**src/rtl/fp_div_pkg.sv**
```systemverilog
// ============================================================================
// fp_div_pkg : shared constants, FSM states and operand classes for fp_div
// Rev 1.0
// ============================================================================
`default_nettype none

package fp_div_pkg;

  localparam int          EXP_BIAS = 127;
  localparam int          QBITS    = 27;
  localparam logic [31:0] QNAN     = 32'h7FC0_0000;
  localparam int          EXP_MAX  = 255;

  typedef enum logic [1:0] {
    S_IDLE   = 2'd0,
    S_DIVIDE = 2'd1,
    S_ROUND  = 2'd2,
    S_DONE   = 2'd3
  } state_t;

  typedef enum logic [1:0] {
    CLS_ZERO   = 2'd0,
    CLS_INF    = 2'd1,
    CLS_NAN    = 2'd2,
    CLS_NORMAL = 2'd3
  } opclass_t;

  // Denormals (exponent 0, any mantissa) are treated as zero.
  function automatic opclass_t classify(input logic [7:0] e, input logic [22:0] m);
    if (e == 8'd0)
      return CLS_ZERO;
    else if (e == 8'hFF)
      return (m == 23'd0) ? CLS_INF : CLS_NAN;
    else
      return CLS_NORMAL;
  endfunction

endpackage

`default_nettype wire

```
**src/rtl/fp_div_round.sv**
```systemverilog
// ============================================================================
// fp_div_round : normalize, round-to-nearest-even, range check, special cases
// Rev 1.0
// ============================================================================
`default_nettype none

module fp_div_round
  import fp_div_pkg::*;
#(
  parameter int EXP_W = 10
) (
  input  logic [QBITS-1:0] q_i,
  input  logic             rem_nz_i,
  input  logic [7:0]       ea_i,
  input  logic [7:0]       eb_i,
  input  logic             sign_i,
  input  opclass_t         cls_n_i,
  input  opclass_t         cls_d_i,
  output logic [31:0]      result_o,
  output logic             dz_o,
  output logic             inv_o,
  output logic             ovf_o,
  output logic             unf_o
);

  localparam logic signed [EXP_W-1:0] BIAS = EXP_W'(EXP_BIAS);
  localparam logic signed [EXP_W-1:0] MAXE = EXP_W'(EXP_MAX);
  localparam logic signed [EXP_W-1:0] ONE  = EXP_W'(1);

  logic signed [EXP_W-1:0] exp_diff;
  logic signed [EXP_W-1:0] exp_raw;
  logic signed [EXP_W-1:0] exp_fin;
  logic [22:0]             frac;
  logic [22:0]             frac_rnd;
  logic                    rnd;
  logic                    sticky;
  logic                    inc;
  logic                    carry;
  logic                    is_ovf;
  logic                    is_unf;

  assign exp_diff = $signed({{(EXP_W-8){1'b0}}, ea_i}) - $signed({{(EXP_W-8){1'b0}}, eb_i});

  always_comb begin
    result_o = '0;
    dz_o     = 1'b0;
    inv_o    = 1'b0;
    ovf_o    = 1'b0;
    unf_o    = 1'b0;

    // The hidden bit is implied by the selected position, so only 23 fraction bits are kept.
    if (q_i[QBITS-1]) begin
      frac    = q_i[QBITS-2:3];
      rnd     = q_i[2];
      sticky  = (|q_i[1:0]) | rem_nz_i;
      exp_raw = exp_diff + BIAS;
    end else begin
      frac    = q_i[QBITS-3:2];
      rnd     = q_i[1];
      sticky  = q_i[0] | rem_nz_i;
      exp_raw = exp_diff + BIAS - ONE;
    end

    inc              = rnd & (sticky | frac[0]);
    {carry, frac_rnd} = {1'b0, frac} + {23'd0, inc};
    exp_fin          = exp_raw + $signed({{(EXP_W-1){1'b0}}, carry});
    is_ovf           = !exp_fin[EXP_W-1] && (exp_fin >= MAXE);
    is_unf           = exp_fin[EXP_W-1] || (exp_fin == '0);

    if (cls_n_i == CLS_NAN || cls_d_i == CLS_NAN ||
        (cls_n_i == CLS_ZERO && cls_d_i == CLS_ZERO) ||
        (cls_n_i == CLS_INF  && cls_d_i == CLS_INF)) begin
      result_o = QNAN;
      inv_o    = 1'b1;
    end else if (cls_d_i == CLS_ZERO && cls_n_i == CLS_NORMAL) begin
      result_o = {sign_i, 8'hFF, 23'd0};
      dz_o     = 1'b1;
    end else if (cls_n_i == CLS_INF) begin
      result_o = {sign_i, 8'hFF, 23'd0};
    end else if (cls_d_i == CLS_INF || cls_n_i == CLS_ZERO) begin
      result_o = {sign_i, 31'd0};
    end else if (is_ovf) begin
      result_o = {sign_i, 8'hFF, 23'd0};
      ovf_o    = 1'b1;
    end else if (is_unf) begin
      result_o = {sign_i, 31'd0};
      unf_o    = 1'b1;
    end else begin
      result_o = {sign_i, exp_fin[7:0], frac_rnd};
    end
  end

endmodule

`default_nettype wire

```
**src/rtl/fp_div.sv**
```systemverilog
// ============================================================================
// fp_div : iterative radix-2 restoring IEEE single divider, fixed 28-cycle latency
// Rev 1.0
// ============================================================================
`default_nettype none

module fp_div #(
  parameter int QBITS = 27,
  parameter int EXP_W = 10
) (
  input  logic        clk,
  input  logic        rst_n,
  input  logic        in_valid,
  output logic        in_ready,
  input  logic [31:0] numer,
  input  logic [31:0] denom,
  output logic        out_valid,
  input  logic        out_ready,
  output logic [31:0] result,
  output logic        flag_dz,
  output logic        flag_inv,
  output logic        flag_ovf,
  output logic        flag_unf
);

  import fp_div_pkg::*;

  localparam logic [4:0] LAST_STEP = 5'(QBITS - 1);

  state_t           state_q;
  logic [4:0]       cnt_q;
  logic [24:0]      rem_q;
  logic [24:0]      rem_d;
  logic [QBITS-1:0] quo_q;
  logic [23:0]      mb_q;
  logic [7:0]       ea_q;
  logic [7:0]       eb_q;
  logic             sign_q;
  opclass_t         cls_n_q;
  opclass_t         cls_d_q;
  logic             out_valid_q;
  logic [31:0]      result_q;
  logic             dz_q;
  logic             inv_q;
  logic             ovf_q;
  logic             unf_q;

  logic             ge;
  logic [23:0]      ma_in;
  logic [23:0]      mb_in;
  logic [31:0]      rnd_result;
  logic             rnd_dz;
  logic             rnd_inv;
  logic             rnd_ovf;
  logic             rnd_unf;

  assign ma_in = {|numer[30:23], numer[22:0]};
  assign mb_in = {|denom[30:23], denom[22:0]};

  // Remainder stays below 2*mb, so after a successful subtract it fits in 24 bits.
  always_comb begin
    ge = (rem_q >= {1'b0, mb_q});
    if (ge)
      rem_d = {rem_q[23:0] - mb_q, 1'b0};
    else
      rem_d = {rem_q[23:0], 1'b0};
  end

  fp_div_round #(
    .EXP_W (EXP_W)
  ) u_round (
    .q_i      (quo_q),
    .rem_nz_i (|rem_q),
    .ea_i     (ea_q),
    .eb_i     (eb_q),
    .sign_i   (sign_q),
    .cls_n_i  (cls_n_q),
    .cls_d_i  (cls_d_q),
    .result_o (rnd_result),
    .dz_o     (rnd_dz),
    .inv_o    (rnd_inv),
    .ovf_o    (rnd_ovf),
    .unf_o    (rnd_unf)
  );

  always_ff @(posedge clk or negedge rst_n) begin
    if (!rst_n) begin
      state_q     <= S_IDLE;
      cnt_q       <= '0;
      rem_q       <= '0;
      quo_q       <= '0;
      mb_q        <= '0;
      ea_q        <= '0;
      eb_q        <= '0;
      sign_q      <= 1'b0;
      cls_n_q     <= CLS_ZERO;
      cls_d_q     <= CLS_ZERO;
      out_valid_q <= 1'b0;
      result_q    <= '0;
      dz_q        <= 1'b0;
      inv_q       <= 1'b0;
      ovf_q       <= 1'b0;
      unf_q       <= 1'b0;
    end else begin
      case (state_q)
        S_IDLE: begin
          if (in_valid) begin
            rem_q   <= {1'b0, ma_in};
            quo_q   <= '0;
            mb_q    <= mb_in;
            ea_q    <= numer[30:23];
            eb_q    <= denom[30:23];
            sign_q  <= numer[31] ^ denom[31];
            cls_n_q <= classify(numer[30:23], numer[22:0]);
            cls_d_q <= classify(denom[30:23], denom[22:0]);
            cnt_q   <= '0;
            state_q <= S_DIVIDE;
          end
        end
        S_DIVIDE: begin
          rem_q <= rem_d;
          quo_q <= {quo_q[QBITS-2:0], ge};
          if (cnt_q == LAST_STEP) begin
            cnt_q   <= '0;
            state_q <= S_ROUND;
          end else begin
            cnt_q <= cnt_q + 5'd1;
          end
        end
        S_ROUND: begin
          result_q    <= rnd_result;
          dz_q        <= rnd_dz;
          inv_q       <= rnd_inv;
          ovf_q       <= rnd_ovf;
          unf_q       <= rnd_unf;
          out_valid_q <= 1'b1;
          state_q     <= S_DONE;
        end
        S_DONE: begin
          if (out_ready) begin
            out_valid_q <= 1'b0;
            result_q    <= '0;
            dz_q        <= 1'b0;
            inv_q       <= 1'b0;
            ovf_q       <= 1'b0;
            unf_q       <= 1'b0;
            state_q     <= S_IDLE;
          end
        end
        default: state_q <= S_IDLE;
      endcase
    end
  end

  assign in_ready  = (state_q == S_IDLE);
  assign out_valid = out_valid_q;
  assign result    = result_q;
  assign flag_dz   = dz_q;
  assign flag_inv  = inv_q;
  assign flag_ovf  = ovf_q;
  assign flag_unf  = unf_q;

endmodule

`default_nettype wire

```
**config.mk**
```make
export PLATFORM = sky130hd
export DESIGN_NAME = fp_div
export DESIGN_NICKNAME = d
export VERILOG_FILES = /design/src/rtl/fp_div_pkg.sv /design/src/rtl/fp_div_round.sv /design/src/rtl/fp_div.sv
export SDC_FILE = /design/constraint.sdc
export NUM_CORES = 1
export LEC_CHECK = 0
export ABC_CLOCK_PERIOD_IN_PS = 12400
export CAP_MARGIN = 20
export CELL_PAD_IN_SITES_DETAIL_PLACEMENT = 0
export CELL_PAD_IN_SITES_GLOBAL_PLACEMENT = 1
export CORE_UTILIZATION = 47
export DETAILED_ROUTE_END_ITERATION = 6
export PLACE_DENSITY_LB_ADDON = 0.1
export SLEW_MARGIN = 20
export SYNTH_ARGS = -nofsm -noshare
export SYNTH_HDL_FRONTEND = slang
export SYNTH_HIERARCHICAL = 1
export SYNTH_SLANG_ARGS = --single-unit
```
**constraint.sdc**
```tcl
create_clock -name clk -period 12.4 [get_ports clk]
set_input_delay 1.86 -clock clk [delete_from_list [all_inputs] [get_ports clk]]
set_output_delay 1.86 -clock clk [all_outputs]
set_load 0.02 [all_outputs]
```
==> results of run 1 <==
==> cell usage in the layout, fill, tap and decap left out, types with 7 or more instances in the layout <==
master	n
nand2_1	142
dfrtp_1	141
clkdlybuf4s50_1	104
o21ai_0	64
nand3_1	58
nor2_1	57
inv_1	54
a21oi_1	45
ha_1	43
mux2_2	40
xnor2_1	36
nor3_1	32
mux2i_1	29
a22o_1	28
xor2_1	28
nor4_1	25
nor2b_1	20
clkbuf_16	18
nand4_1	14
and3_1	12
or3_1	12
nand2b_1	10
a21o_1	10
o31ai_1	9
a211oi_1	8
o22ai_1	7
==> worst max-delay path, cell delays in order (launching register included) <==
cell and delay (ns):
dfrtp_1 0.32, buf_4 0.44, nand2_1 0.16, a2111o_1 0.49, nor3_1 0.38, nand4_1 0.15, nor2_1 0.21, nand4b_1 0.19
nor4_1 0.33, ha_1 0.23, ha_1 0.30, nand3_1 0.24, a2111oi_4 0.29, mux2i_1 0.39, xnor2_2 0.18, nand4_2 0.61
a2111oi_1 0.58, nand3_1 0.12, nand2_1 0.10
==> worst paths after layout <==
kind / startpoint / endpoint / slack [ns]
setup / recovery: quo_q[26] / result[5] / 6.60
hold / removal: flag_inv / flag_inv / 0.46
setup reg to reg: quo_q[26] / result[5] / 6.60
hold reg to reg: flag_inv / flag_inv / 0.46
max in group asynchronous: rst_n / rem_q[2] / 9.67
min in group asynchronous: rst_n / result[29] / 1.51
==> state kept, by name, indices dropped and copies added, names as in the netlist <==
register and cells:
flag_dz 1, out_valid 1, cnt_q 5, flag_inv 1, cls_n_q 2, cls_d_q 2, flag_ovf 1, quo_q 27
result 32, flag_unf 1, state_q 2, rem_q 25, sign_q 1, eb_q 8, ea_q 8, mb_q 24
==> per-layer routing <==
metal | global-route usage (%) | wire length [um] | share of wire (%) | vias up
li1 | - | - | - | 4102
met1 | 33.6 | 11900 | 49 | 3896
met2 | 37.5 | 11000 | 46 | 196
met3 | 4.17 | 919 | 3.8 | 25
met4 | 5.79 | 299 | 1.2 | 0
met5 | 0 | 0 | 0 | -
==> stage by stage <==
| step | instances | hold slack [ns] | setup WS, ns | cell area [um^2] |
|---|---|---|---|---|
| detailed placement | 1418 | 0.456 | 6.55 | 10900 |
| global route | 1451 | 0.495 | 5.97 | 11500 |
| finish | 1451 | 0.463 | 6.60 | 11500 |
| CTS | 1450 | 0.469 | 6.55 | 11500 |
| global placement | 1418 | 0.451 | 6.69 | 10900 |
| floorplan | 1087 | 0.442 | 7.42 | 9680 |
==> layout make-up <==
type | instances | share of cell area, %
multi-input cells | 840 | 50.0
flip-flops and latches | 141 | 30.7
repair buffers | 112 | 9.76
clock buffers | 18 | 3.82
well taps | 270 | 2.94
inverters | 56 | 1.83
clock inverters | 14 | 0.990
==> kinds of logic after synthesis <==
kind of cell	Yosys count	share of synthesized area, %
DFF	141	36.4
muxes	70	7.75
AOI/OAI and AO/OA	242	17.9
buffers and inverters	106	4.42
adders and majority gates	45	5.97
xor gates and xnor gates	68	6.46
and+or+nand+nor	415	21.0
==> flow_metrics.env, run 1 <==
export IMPL_outcome="finished clean"
export IMPL_worst_path_max_fanout=48
export IMPL_synth_async_reset_ratio_pct=100
export IMPL_synth_common_cells="143 x nand2_1, 141 x dfrtp_1, 65 x o21ai_0"
export IMPL_via_per_inst=5.66
export IMPL_ys_warn_count=6
export IMPL_layout_area_seq_mm2=0.00353
export IMPL_r2r_cells=18
export IMPL_antennaDiodeCount=0
export IMPL_worstPathRequired_ns=12.77
export IMPL_final_nets=1281
export IMPL_numCtsBuffers=17
export IMPL_cts_resized=0
export IMPL_htreeDepth=4
export IMPL_hp_class="flip-flop to flip-flop"
export IMPL_syn_area_per_cell_um2=8.91
export IMPL_clkTransAtPathRegs_ns=0.06
export IMPL_ant_nets=0
export IMPL_rsz0062_at_grt="false"
export IMPL_multiInputGateArea_mm2=0.00575
export IMPL_core_area_mm2=0.0202
export IMPL_drv_cap=0
export IMPL_num_rows=52
export IMPL_max_clock_path_buffers=2
export IMPL_die_area_mm2=0.0212
export IMPL_place_gp_congestion=0.893
export IMPL_wl_per_cell_um=16.6
export IMPL_via_count=8219
export IMPL_synthDominantCellAreaShare_pct=36.4
export IMPL_route_detailed_drc=0
export IMPL_clockRootBuffer="clkbuf_16"
export IMPL_grt_pass1_wl_um=40400
export IMPL_synth_edf_count=0
export IMPL_path_class="flip-flop to flip-flop"
export IMPL_die_x_um=146
export IMPL_syn_inst=1087
export IMPL_synth_distinct_cells=83
export IMPL_drt_pass1_iterations=5
export IMPL_syn_to_final_growth_pct=18.8
export IMPL_drive_gt1_share_pct=8.98
export IMPL_post_route_min_period_ns=5.80
export IMPL_ctsHoldBuffers=0
export IMPL_grt_overflow_total=0
export IMPL_antenna_found_initial=0
export IMPL_worstSetupEndpointType="flip-flop"
export IMPL_track_usage_pct=23.7
export IMPL_maxSlewHeadroom_pct=32.4
export IMPL_fillers=1909
export IMPL_port_buffers=105
export IMPL_synth_most_common_cell="nand2_1"
export IMPL_ys_seq_area_share_pct=36.4
export IMPL_synth_area_leader_cell="dfrtp_1"
export IMPL_worstMarginPinSlew_ns=1.01
export IMPL_report_final_slew_viol_count=0
export IMPL_ys_dominant_reg_cell="dfrtp_1"
export IMPL_hold_viol=0
export IMPL_grt_start_max_net_pins=90
export IMPL_grt_pass1_vias=7910
export IMPL_max_freq_mhz=172
export IMPL_fin_tns_setup_ns=0
export IMPL_totalWireLength_um=24100
export IMPL_synth_area_leaders="dfrtp_1 36%, ha_1 5.6%, nand2_1 5.5%"
export IMPL_hold_depth=2
export IMPL_setup_violations=0
export IMPL_arrival_ns=6.17
export IMPL_crit_path_start_kind="flip-flop"
export IMPL_synth_net_count=1200
export IMPL_initial_core_util_pct=47.9
export IMPL_utilization_pct=56.9
export IMPL_synth_seq_cells=141
export IMPL_fin_skew_ns=0.0109
export IMPL_dpl_hpwl_um=17400
export IMPL_cts_sinks=141
export IMPL_min_period_over_period_pct=46.8
export IMPL_cts_tree="built"
export IMPL_fp_dieH_um=146
export IMPL_drt_initial_drc_count=485
export IMPL_ios=106
export IMPL_cts_setup_buffers=0
export IMPL_clock_latency_ns=0.43
export IMPL_syn_cell_area_mm2=0.00968
Power of run 1 is not shown: default switching activity piles up to over one toggle a cycle in this logic, so the estimate is an artifact.
==> run 2: changes to the inputs <==
--- a/config.mk
+++ b/config.mk
@@ -5,11 +5,11 @@
 export SDC_FILE = /design/constraint.sdc
 export NUM_CORES = 1
 export LEC_CHECK = 0
-export ABC_CLOCK_PERIOD_IN_PS = 12400
+export ABC_CLOCK_PERIOD_IN_PS = 4750
 export CAP_MARGIN = 20
 export CELL_PAD_IN_SITES_DETAIL_PLACEMENT = 0
 export CELL_PAD_IN_SITES_GLOBAL_PLACEMENT = 1
-export CORE_UTILIZATION = 47
+export CORE_UTILIZATION = 40
 export DETAILED_ROUTE_END_ITERATION = 6
 export PLACE_DENSITY_LB_ADDON = 0.1
 export SLEW_MARGIN = 20
==> constraint.sdc (replaced) <==
create_clock -name clk -period 4.75 [get_ports clk]
set_input_delay 0.7125 -clock clk [delete_from_list [all_inputs] [get_ports clk]]
set_output_delay 0.7125 -clock clk [all_outputs]
set_load 0.02 [all_outputs]
==> flow_metrics.env, run 2 (synthesis gave the netlist of run 1 again) <==
export IMPL_hp_class="primary input to async pin"
export IMPL_grt_overflow_total=0
export IMPL_worstSetupEndpointType="flip-flop"
export IMPL_worstMarginPinSlew_ns=1.13
export IMPL_fin_tns_setup_ns=0
export IMPL_grt_pass1_vias=7906
export IMPL_grt_start_max_net_pins=83
export IMPL_ant_nets=0
export IMPL_core_area_mm2=0.0236
export IMPL_cts_tree="built"
export IMPL_die_x_um=158
export IMPL_clock_latency_ns=0.43
export IMPL_arrival_ns=4.85
export IMPL_final_nets=1300
export IMPL_worstPathRequired_ns=5.12
export IMPL_antenna_found_initial=0
export IMPL_outcome="finished clean"
export IMPL_ios=106
export IMPL_crit_path_start_kind="flip-flop"
export IMPL_numCtsBuffers=17
export IMPL_largest_reg_flops=32
export IMPL_ctsHoldBuffers=0
export IMPL_max_clock_path_buffers=2
export IMPL_initial_core_util_pct=41.0
export IMPL_layout_cells_non_filler=1519
export IMPL_die_area_mm2=0.0248
export IMPL_max_freq_mhz=223
export IMPL_final_cell_mix="142 x nand2_1, 141 x dfrtp_1, 104 x clkdlybuf4s50_1"
export IMPL_totalWireLength_um=25600
export IMPL_track_usage_pct=21.4
export IMPL_hold_viol=0
export IMPL_clkTransAtPathRegs_ns=0.07
export IMPL_worst_slack_ns=0.265
export IMPL_min_period_over_period_pct=94.4
export IMPL_drt_pass1_iterations=5
export IMPL_place_gp_congestion=0.816
export IMPL_dpl_hpwl_um=18700
export IMPL_placed_cells=1484
export IMPL_grt_pass1_wl_um=41400
export IMPL_via_count=8251
export IMPL_drt_initial_drc_count=402
export IMPL_via_per_inst=5.43
export IMPL_htreeDepth=4
export IMPL_cts_sinks=141
export IMPL_wl_per_cell_um=16.9
export IMPL_post_route_min_period_ns=4.49
export IMPL_utilization_pct=50.0
export IMPL_route_detailed_drc=0
export IMPL_drv_cap=0
export IMPL_syn_to_final_growth_pct=22.0
export IMPL_report_final_slew_viol_count=0
export IMPL_drive_gt1_share_pct=11.2
export IMPL_fp_dieH_um=158
export IMPL_worst_path_max_fanout=23
export IMPL_maxSlewHeadroom_pct=24.3
export IMPL_fillers=2335
export IMPL_path_class="flip-flop to flip-flop"
export IMPL_num_rows=56
export IMPL_layout_commonest_cell="nand2_1"
export IMPL_antennaDiodeCount=0
export IMPL_port_buffers=105
export IMPL_place_ws_ns=0.0762
export IMPL_setup_violations=0
export IMPL_fin_skew_ns=0.0117
export IMPL_clockRootBuffer="clkbuf_16"
-- run 2: cell count changes in the layout (fill, tap and decap cells not counted), sizes merged --
cell and change:
inv +3, clkinv -4, clkbuf -1, buf +20, bufinv +2, clkinvlp -1
-- run 2: worst paths after layout --
kind	start	end	slack [ns]	cells past startpoint
min	rst_n	result[4]	0.32	1
min in group clk	result[11]	result[11]	0.46	2
max	ea_q[0]	result[9]	0.26	16
max reg2reg	ea_q[0]	result[9]	0.26	16
max in group asynchronous	rst_n	ea_q[3]	3.42	2
min reg2reg	result[11]	result[11]	0.46	2
-- run 2: critical path, cell delays in order, from the launching register on --
cell	delay, ns
dfrtp_1	0.36
inv_1	0.05
ha_1	0.22
fa_1	0.43
nand2b_1	0.19
a211oi_1	0.42
nor4_1	0.09
nor3_1	0.50
o21ai_0	0.37
a2111oi_4	0.43
mux2i_2	0.33
xnor2_2	0.17
nand4_2	0.16
buf_12	0.19
a2111oi_2	0.31
nand3_1	0.12
nand2_1	0.09
-- run 2: area by class of cell --
class / count / area [um^2] / area share (%)
Sequential cell: 141 / 3530 / 29.9
Clock inverter: 14 / 159 / 1.35
Clock buffer: 18 / 439 / 3.72
Inverter: 56 / 210 / 1.78
Timing Repair Buffer: 131 / 1280 / 10.9
Multi-Input combinational cell: 840 / 5790 / 49.0
Tap cell: 319 / 399 / 3.38
-- run 2: metal layers --
metal  GRT usage [%]  wire length (um)  part of all wire, %  vias up
li1                -                 -                    -     4149
met1            30.0             12700                   50     3909
met2            34.2             11800                   46      165
met3            2.87               772                  3.0       28
met4            6.43               417                  1.6        0
met5               0                 0                    0        -
-- run 2: metrics by stage --
stage | cell area (um^2) | hold WS (ns)
final | 11800 | 0.322
after global routing | 11800 | 0.392
after CTS | 11700 | 0.373
after detailed placement | 11100 | 0.455
after global placement | 11100 | 0.449
after floorplan | 9690 | 0.417
-- run 2: repair_timing --
action                                  CTS  global route
endpoints found under the hold margin     0             0
buffers inserted                          0             2
resized for setup                         0            10
endpoints found under the setup margin    0            29
Power of run 2 is left out for the same reason.
==> run 3: changes to the inputs <==
--- a/config.mk
+++ b/config.mk
@@ -5,15 +5,14 @@
 export SDC_FILE = /design/constraint.sdc
 export NUM_CORES = 1
 export LEC_CHECK = 0
-export ABC_CLOCK_PERIOD_IN_PS = 4750
+export ABC_CLOCK_PERIOD_IN_PS = 5000
 export CAP_MARGIN = 20
 export CELL_PAD_IN_SITES_DETAIL_PLACEMENT = 0
 export CELL_PAD_IN_SITES_GLOBAL_PLACEMENT = 1
-export CORE_UTILIZATION = 40
+export CORE_UTILIZATION = 44
 export DETAILED_ROUTE_END_ITERATION = 6
 export PLACE_DENSITY_LB_ADDON = 0.1
 export SLEW_MARGIN = 20
 export SYNTH_ARGS = -nofsm -noshare
 export SYNTH_HDL_FRONTEND = slang
-export SYNTH_HIERARCHICAL = 1
 export SYNTH_SLANG_ARGS = --single-unit
==> constraint.sdc (replaced) <==
create_clock -name clk -period 5 [get_ports clk]
set_input_delay 0.75 -clock clk [delete_from_list [all_inputs] [get_ports clk]]
set_output_delay 0.75 -clock clk [all_outputs]
set_load 0.02 [all_outputs]
==> flow_metrics.env, run 3 <==
export IMPL_synthXorXnorAreaFrac_pct=6.88
export IMPL_layout_commonest_cell="dfrtp_1"
export IMPL_clock_latency_ns=0.43
export IMPL_path_class="flip-flop to flip-flop"
export IMPL_totalWireLength_um=24500
export IMPL_grt_pass1_vias=7487
export IMPL_place_area_mm2=0.0107
export IMPL_die_x_um=147
export IMPL_synth_net_count=1105
export IMPL_synth_compound_area_share_pct=21.0
export IMPL_worstPathRequired_ns=5.36
export IMPL_port_buffers=105
export IMPL_synth_async_reset_ratio_pct=100
export IMPL_outcome="finished clean"
export IMPL_syn_to_final_growth_pct=25.2
export IMPL_grt_overflow_total=0
export IMPL_arrival_ns=5.31
export IMPL_largest_reg_flops=32
export IMPL_fp_dieH_um=147
export IMPL_utilization_pct=56.9
export IMPL_via_per_inst=5.69
export IMPL_rsz0062_at_grt="true"
export IMPL_ctsHoldBuffers=0
export IMPL_max_freq_mhz=202
export IMPL_core_area_mm2=0.0204
export IMPL_max_clock_path_buffers=2
export IMPL_ios=106
export IMPL_synthDominantCellAreaShare_pct=38.0
export IMPL_synth_area_leader_cell="dfrtp_1"
export IMPL_crit_path_start_kind="flip-flop"
export IMPL_final_cell_mix="139 x dfrtp_1, 104 x clkdlybuf4s50_1, 87 x nand2_1"
export IMPL_via_count=7920
export IMPL_fin_skew_ns=0.0148
export IMPL_grtUsageMet3_pct=3.42
export IMPL_numCtsBuffers=17
export IMPL_worstMarginPinSlew_ns=0.935
export IMPL_cts_sinks=141
export IMPL_ir_worst_vdd_v=0.000468
export IMPL_power_density_mw_per_mm2=817
export IMPL_die_area_mm2=0.0217
export IMPL_grt_pass1_wl_um=39700
export IMPL_synth_edf_count=0
export IMPL_synth_area_mux_share_pct=7.23
export IMPL_syn_inst=991
export IMPL_setup_violations=0
export IMPL_report_final_slew_viol_count=0
export IMPL_htreeDepth=4
export IMPL_syn_cell_area_mm2=0.00928
export IMPL_min_period_over_period_pct=99.0
export IMPL_drt_initial_drc_count=441
export IMPL_synth_top_family_by_area="compound AO/OA/AOI/OAI gates"
export IMPL_dpl_hpwl_um=17700
export IMPL_p_leak_nw=5.01
export IMPL_drive_gt1_share_pct=13.5
export IMPL_synth_distinct_cells=81
export IMPL_final_nets=1223
export IMPL_ys_warn_count=0
export IMPL_post_route_cell_area_mm2=0.0116
export IMPL_antenna_found_initial=0
export IMPL_initial_core_util_pct=45.4
export IMPL_ys_seq_area_share_pct=38.0
export IMPL_wl_per_cell_um=17.6
export IMPL_antennaDiodeCount=0
export IMPL_hp_class="primary input to async pin"
export IMPL_synth_area_leaders="dfrtp_1 38%, ha_1 5.9%, mux2_2 5.3%"
export IMPL_track_usage_pct=23.0
export IMPL_grt_start_max_net_pins=55
export IMPL_cts_tree="built"
export IMPL_clkTransAtPathRegs_ns=0.07
export IMPL_drt_pass1_iterations=5
export IMPL_synth_fa_ha_area_share_pct=6.36
export IMPL_yosys_area_share_simple_pct=16.5
export IMPL_ys_dominant_reg_cell="dfrtp_1"
export IMPL_place_gp_congestion=0.850
export IMPL_post_route_min_period_ns=4.95
export IMPL_synth_most_common_cell="dfrtp_1"
export IMPL_synth_seq_cells=141
export IMPL_fin_tns_setup_ns=0
export IMPL_drv_cap=0
export IMPL_synth_common_cells="141 x dfrtp_1, 91 x nand2_1, 60 x o21ai_0"
export IMPL_ant_nets=0
export IMPL_clockRootBuffer="clkbuf_16"
export IMPL_grt_use_met2_pct=36.8
export IMPL_worst_path_max_fanout=5
export IMPL_hold_viol=0
export IMPL_maxSlewHeadroom_pct=37.4
export IMPL_top_usage_layer="met2"
export IMPL_num_rows=52
export IMPL_route_detailed_drc=0
export IMPL_syn_area_per_cell_um2=9.36
export IMPL_worstSetupEndpointType="flip-flop"
export IMPL_grt_util_met1_pct=32.6
## run 3: cell count changes after synthesis, moves of 10 or more
cell	previous run	this run
mux2i_1	30	15
a21o_1	10	20
nor3_1	32	22
nand3_1	58	21
a22o_1	28	49
nand2_1	143	91
## run 3: final cells by class
cell class | count | area (um^2)
inverter | 54 | 203
clock buffer | 21 | 460
tap | 270 | 338
timing repair buffer | 142 | 1390
fill | 1858 | 8810
multi-input combinational | 753 | 5540
clock inverter | 11 | 154
sequential | 141 | 3530
## run 3: per-stage QoR
step                std cells  hold slack (ns)  worst slack [ns]  total power [mW]
global placement         1340            0.463            0.0965              7.94
finish                   1392            0.237            0.0491              9.49
global route             1392            0.261            -0.207              10.3
detailed placement       1340            0.466           -0.0448              7.95
floorplan                 991            0.450           -0.0726              6.50
CTS                      1373            0.243            0.0191              9.33
## run 3: metal layers
| metal | part of all wire (%) | vias to the layer above |
|---|---|---|
| met3 | 3.4 | 23 |
| met2 | 47 | 168 |
| met4 | 1.2 | 0 |
| li1 | - | 3900 |
| met5 | 0 | - |
| met1 | 49 | 3829 |
## run 3: repair_timing
item	4_1_cts	5_1_grt
buffers inserted	1	16
cloned	0	3
endpoints found under the setup margin	21	32
gates resized for setup	0	15
pin swaps	2	6
## run 3: logic make-up after synthesis
logic type               Yosys count
flip-flops                       141
XOR/XNOR                          68
AND/OR/NAND/NOR                  300
buffers and inverters             97
multiplexers                      61
adder cells (fa/ha/maj)           46
AO/OA/AOI/OAI                    278
## run 3: worst max-delay path, stage by stage (launching register included)
cell	delay, ns
dfrtp_2	0.45
mux2_4	0.22
o41a_1	0.13
ha_2	0.18
nand2_2	0.05
a2111o_1	0.33
nor3_2	0.15
and2_4	0.19
and4_4	0.25
nand3_4	0.09
nor3b_4	0.23
nand3_2	0.12
nor3b_2	0.22
ha_2	0.23
ha_4	0.16
nand2_4	0.05
o32ai_4	0.27
buf_6	0.16
nand3_4	0.09
nor3_4	0.30
o41ai_4	0.14
a2111oi_4	0.39
buf_6	0.20
clkbuf_16	0.16
a22o_1	0.11
## run 3: path summary, 6_finish.rpt
kind	from	slack (ns)	to	cells past startpoint
min in group clk	flag_inv	0.47	flag_inv	2
max	quo_q[26]	0.05	result[19]	24
min reg2reg	flag_inv	0.47	flag_inv	2
max reg2reg	quo_q[26]	0.05	result[19]	24
min	rst_n	0.24	result[9]	1
max in group asynchronous	rst_n	3.67	rem_q[24]	2
## run 3: power by group
part / internal, mW / switching [mW]
sequential: 1.52 / 0.307
combinational: 2.57 / 3.75
clock: 0.819 / 0.525
total: 4.91 / 4.58
Note: power is estimated with default switching activity, not from simulation.
